--- config.mk ---
export PLATFORM = sky130hd
export DESIGN_NAME = fetch_ctrl
export DESIGN_NICKNAME = d
export VERILOG_FILES = /design/src/rtl/fetch_ctrl.sv
export SDC_FILE = /design/constraint.sdc
export NUM_CORES = 1
export LEC_CHECK = 0
export ABC_AREA = 1
export CORE_UTILIZATION = 53
export CTS_CLUSTER_SIZE = 30
export DETAILED_ROUTE_END_ITERATION = 8
export MAX_ROUTING_LAYER = met4
export PLACE_DENSITY_LB_ADDON = 0.12
export SLEW_MARGIN = 15
export SYNTH_ARGS = -nofsm -noshare
export SYNTH_HDL_FRONTEND = slang
export SYNTH_SLANG_ARGS = --single-unit
--- constraint.sdc ---
create_clock -name clk -period 2 [get_ports clk]
set_input_delay 0.3 -clock clk [delete_from_list [all_inputs] [get_ports clk]]
set_output_delay 0.3 -clock clk [all_outputs]
set_load 0.05 [all_outputs]
--- src/rtl/fetch_ctrl.sv ---
// Instruction-fetch sequencer: owns the fetch PC, keeps at most one imem request
// outstanding, and hands {pc, inst} to decode through an output slot plus a skid entry.
module fetch_ctrl #(
    parameter logic [31:0] RESET_PC = 32'h0000_0000
) (
    input  logic        clk,
    input  logic        resetn,
    output logic        imem_req_o,
    output logic [31:0] imem_addr_o,
    input  logic        imem_ack_i,
    input  logic [31:0] imem_rdata_i,
    input  logic        stall_i,
    input  logic        redirect_valid_i,
    input  logic [31:0] redirect_pc_i,
    output logic        if_valid_o,
    output logic [31:0] if_pc_o,
    output logic [31:0] if_inst_o
);

    localparam int unsigned XLEN = 32;

    // FULL is the only state in which the skid entry is occupied.
    typedef enum logic [1:0] {
        IDLE  = 2'd0,
        FETCH = 2'd1,
        DROP  = 2'd2,
        FULL  = 2'd3
    } state_e;

    state_e            state_q, state_d;
    logic [XLEN-1:0]   fetch_pc_q, fetch_pc_d;
    logic [XLEN-1:0]   addr_q, addr_d;
    logic              req_q, req_d;
    logic              valid_q, valid_d;
    logic [XLEN-1:0]   pc_q, pc_d;
    logic [XLEN-1:0]   inst_q, inst_d;
    logic [XLEN-1:0]   skid_pc_q, skid_pc_d;
    logic [XLEN-1:0]   skid_inst_q, skid_inst_d;

    logic              consume;
    logic [XLEN-1:0]   target;
    logic [XLEN-1:0]   pc_inc;

    assign consume = valid_q && !stall_i;
    assign target  = redirect_pc_i & ~XLEN'(3);
    assign pc_inc  = fetch_pc_q + XLEN'(4);

    // State and datapath registers with synchronous active-low reset.
    always_ff @(posedge clk) begin
        if (!resetn) begin
            state_q     <= IDLE;
            fetch_pc_q  <= RESET_PC;
            addr_q      <= RESET_PC;
            req_q       <= 1'b0;
            valid_q     <= 1'b0;
            pc_q        <= '0;
            inst_q      <= '0;
            skid_pc_q   <= '0;
            skid_inst_q <= '0;
        end else begin
            state_q     <= state_d;
            fetch_pc_q  <= fetch_pc_d;
            addr_q      <= addr_d;
            req_q       <= req_d;
            valid_q     <= valid_d;
            pc_q        <= pc_d;
            inst_q      <= inst_d;
            skid_pc_q   <= skid_pc_d;
            skid_inst_q <= skid_inst_d;
        end
    end

    // Next-state, PC sequencing, slot/skid movement and redirect squash.
    always_comb begin
        state_d     = state_q;
        fetch_pc_d  = fetch_pc_q;
        addr_d      = addr_q;
        valid_d     = valid_q;
        pc_d        = pc_q;
        inst_d      = inst_q;
        skid_pc_d   = skid_pc_q;
        skid_inst_d = skid_inst_q;

        unique case (state_q)
            IDLE: begin
                state_d = FETCH;
                if (redirect_valid_i) begin
                    fetch_pc_d = target;
                    addr_d     = target;
                end
            end
            FETCH: begin
                if (redirect_valid_i) begin
                    valid_d    = 1'b0;
                    fetch_pc_d = target;
                    if (imem_ack_i) begin
                        addr_d = target;
                    end else begin
                        state_d = DROP;
                    end
                end else if (imem_ack_i) begin
                    fetch_pc_d = pc_inc;
                    addr_d     = pc_inc;
                    if (!valid_q || consume) begin
                        valid_d = 1'b1;
                        pc_d    = addr_q;
                        inst_d  = imem_rdata_i;
                    end else begin
                        skid_pc_d   = addr_q;
                        skid_inst_d = imem_rdata_i;
                        state_d     = FULL;
                    end
                end else if (consume) begin
                    valid_d = 1'b0;
                end
            end
            DROP: begin
                // Old-path address stays on the bus until its response retires.
                if (redirect_valid_i) begin
                    fetch_pc_d = target;
                end
                if (imem_ack_i) begin
                    addr_d  = redirect_valid_i ? target : fetch_pc_q;
                    state_d = FETCH;
                end
            end
            FULL: begin
                if (redirect_valid_i) begin
                    valid_d    = 1'b0;
                    fetch_pc_d = target;
                    addr_d     = target;
                    state_d    = FETCH;
                end else if (consume) begin
                    pc_d    = skid_pc_q;
                    inst_d  = skid_inst_q;
                    state_d = FETCH;
                end
            end
            default: state_d = IDLE;
        endcase

        req_d = (state_d == FETCH) || (state_d == DROP);
    end

    assign imem_req_o  = req_q;
    assign imem_addr_o = addr_q;
    assign if_valid_o  = valid_q;
    assign if_pc_o     = pc_q;
    assign if_inst_o   = inst_q;

endmodule

==> results by group <==
Status
  • Status: finished, final reports clean

Routing
  • DR WL/cell: 15.7 um
  • Drt pass-1 iters: 5
  • DRT Wirelength: 28.0 mm
  • # DRC: 0
  • Routed vias: 9932
  • Post-route ant nets: 0
  • Via density: 5.58
  • DRT iter0 DRCs: 796

Clock network
  • H-tree Lvls: 4
  • Worst-path clk slew: 0.07 ns
  • Post-CTS setup buffers: 0
  • CTS Hold Bufs: 0
  • Clock root buffer: clkbuf_16
  • CTS max path bufs: 2
  • CTS tree: built
  • Worst skew pair latency: 0.43 ns
  • Num CTS Buffers: 17
  • Clk sink count: 196

Power
  • Comb pwr share: 22.2%
  • Pleak: 4.83 nW
  • Worst IR drop on VDD: 0.573 mV
  • Power Internal: 6.80 mW
  • Psw: 3.29 mW
  • Share of power burned in registers: 43.3%
  • Sw frac: 32.6%
  • Total Power: 10.1 mW
  • Clock share of power: 34.5%
  • Pwr/cell area: 840 nW/um^2

GRT
  • Met1 Use GR: 40.9%
  • First-pass GRT wire length: 43.5 mm
  • Initial antenna violation count: 0
  • Vias in the first global route: 8576
  • Routing usage on met3: 4.81%
  • GR Overflow Total: 0
  • Met2 GRT Util: 46.4%
  • GRT Total Usage: 30.4%
  • Most Used Layer, Global Route: met2
  • Largest net degree at the start of global routing: 84

Worst setup path
  • Crit Path Max Fanout: 4
  • CP Launch Type: register
  • CP delay by family, top: buffers and inverters
  • Buf/Inv on CP: 1
  • Reg2Reg Launch Point: state_q[1]
  • Reg2reg path depth: 10
  • Crit path arrival time: 1.68 ns
  • CP Depth: 1
  • Worst path max stage delay: 0.84 ns
  • Crit Path Class: register to primary output
  • Worst reg2reg setup slack: 0.16 ns
  • Slowest-stage cell, CP: clkdlybuf4s50_1
  • CP Launch Point: imem_addr_o[1]
  • Reg2reg end: if_inst_o[10]
  • Crit end category: primary output
  • Critical Path RT: 1.70 ns
  • Crit path cell chain: clkdlybuf4s50_1

Floorplanning
  • Initial Utilization: 54.8%
  • Core area: 17500 um^2
  • I/O pin count: 167
  • # rows: 48
  • Die W: 136 um
  • Die area: 18600 um^2
  • Die height: 136 um

Placement
  • Number of port buffers: 164
  • DP Area: 11400 um^2
  • Dpl hpwl: 17.9 mm
  • Routability Congestion: 0.956

Worst hold path
  • Hold EP: if_valid_o
  • WHS Path Cells: 4
  • Hold crit path type: input port to register
  • Hold_sp: redirect_valid_i

Cells and area
  • # diodes: 0
  • Finished Cell Area: 12000 um^2
  • Most common cell after layout, fill and taps aside: nand2_1
  • Layout cell share with drive strength beyond 1: 6.56%
  • Synthesis-to-finish area growth: 25.4%
  • Nets: 1618
  • Most frequent cells in the layout: nand2_1 (360), dfxtp_1 (195), nor2_1 (194)
  • Fillers: 1543
  • Area occupied by multi-input gates: 4850 um^2
  • Flip-flop and latch area: 3930 um^2

Synthesis
  • Post-synthesis sequential area ratio: 41.0%
  • Flops & latches, synth: 196
  • Post-Syn Area: 9580 um^2
  • Mapped Nets: 1500
  • Syn Area/Cell: 6.72 um^2
  • Yosys warnings: 0
  • Synth unique cells: 32
  • Post-Synthesis Cells: 1426

STA
  • Max Freq: 0.504 GHz
  • Final setup vio count: 0
  • Final Cycle Share: 99.2%
  • Worst-Margin Slew: 0.582 ns
  • Worst Skew: 0.0166 ns
  • Final TNS setup: 0 ns
  • Fin crit period: 1.98 ns
  • Slew Viols, Final: 0
  • Worst slew margin: 61.1%
  • RSZ-0062 raised after global routing: false
  • Hold Violations, Final: 0

Run
  • Max cap viols: 0
## power by group through the flow
stage | clock network (mW) | logic (mW) | registers, mW
floorplan | 0 | 0.876 | 4.99
global placement | 0 | 2.18 | 4.45
detailed placement | 0 | 2.21 | 4.45
CTS | 3.53 | 2.20 | 4.36
global route | 3.69 | 2.42 | 4.40
finish | 3.48 | 2.24 | 4.37
## metrics by stage
step | setup WS [ns] | std cells | hold WS, ns | util [%]
after global routing | 0.00155 | 1781 | 0.342 | 68.7
final | 0.0157 | 1781 | 0.301 | 68.7
after floorplan | 0.334 | 1426 | 0.415 | -
after detailed placement | 0.0113 | 1748 | 0.428 | 65.0
after global placement | 0.0751 | 1748 | 0.424 | 65.0
after CTS | 0.00180 | 1779 | 0.288 | 68.3
## layout make-up
class / count / share of cell area (%)
multi-input cells: 1055 / 40.4
flip-flops and latches: 196 / 32.7
repair buffers: 200 / 17.3
clock buffers: 17 / 3.54
inverters: 74 / 2.34
well taps: 225 / 2.34
clock inverters: 14 / 1.37
## synth_stat cells, drive strengths merged
cell | instances | area [um^2]
a21oi | 92 | 460
nand3 | 74 | 370
o21ai | 207 | 1050
nor3 | 3 | 15.0
nand4 | 2 | 12.5
a31oi | 86 | 538
buf | 47 | 318
nand2 | 364 | 1380
nor2 | 207 | 850
ha | 5 | 62.6
clkbuf | 54 | 206
or2 | 2 | 12.5
nand3b | 2 | 15.0
and2 | 1 | 6.26
o21bai | 1 | 7.51
a22oi | 2 | 15.0
o211ai | 6 | 45.0
inv | 74 | 280
o31ai | 1 | 7.51
dfxtp | 196 | 3920
## what timing repair did
action / in CTS / in global routing
endpoints found under the setup margin: 9 / 72
resized for setup: 9 / 9
gates cloned: 0 / 2
## kinds of logic after synthesis
group,after synthesis,share of synthesized area [%]
fa+ha+maj,5,0.653
flops,196,41.0
compound gates,395,22.2
buf+inv,175,8.40
simple gates,655,27.8
## routing by layer
metal | vias up | wire length, um
met4 | 0 | 537
li1 | 4971 | -
met3 | 40 | 2020
met2 | 377 | 12900
met1 | 4544 | 12600
met5 | - | 0
## how the worst max path moves through the flow
stage | endpoint | slack [ns]
5_1_grt | imem_addr_o[27] | 0.002
3_5_place_dp | if_pc_o[24] | 0.01
4_1_cts | imem_addr_o[29] | 0.002
2_1_floorplan | if_pc_o[18] | 0.33
3_3_place_gp | if_pc_o[30] | 0.08
6_report | imem_addr_o[1] | 0.02
## state kept, by name, summed over array words and instances (netlist names)
register / flops
fetch_pc_q: 32
if_inst_o: 32
if_pc_o: 32
if_valid_o: 1
imem_addr_o: 32
imem_req_o: 1
skid_inst_q: 32
skid_pc_q: 32
state_q: 2
Power figures use the tool's default switching activity.
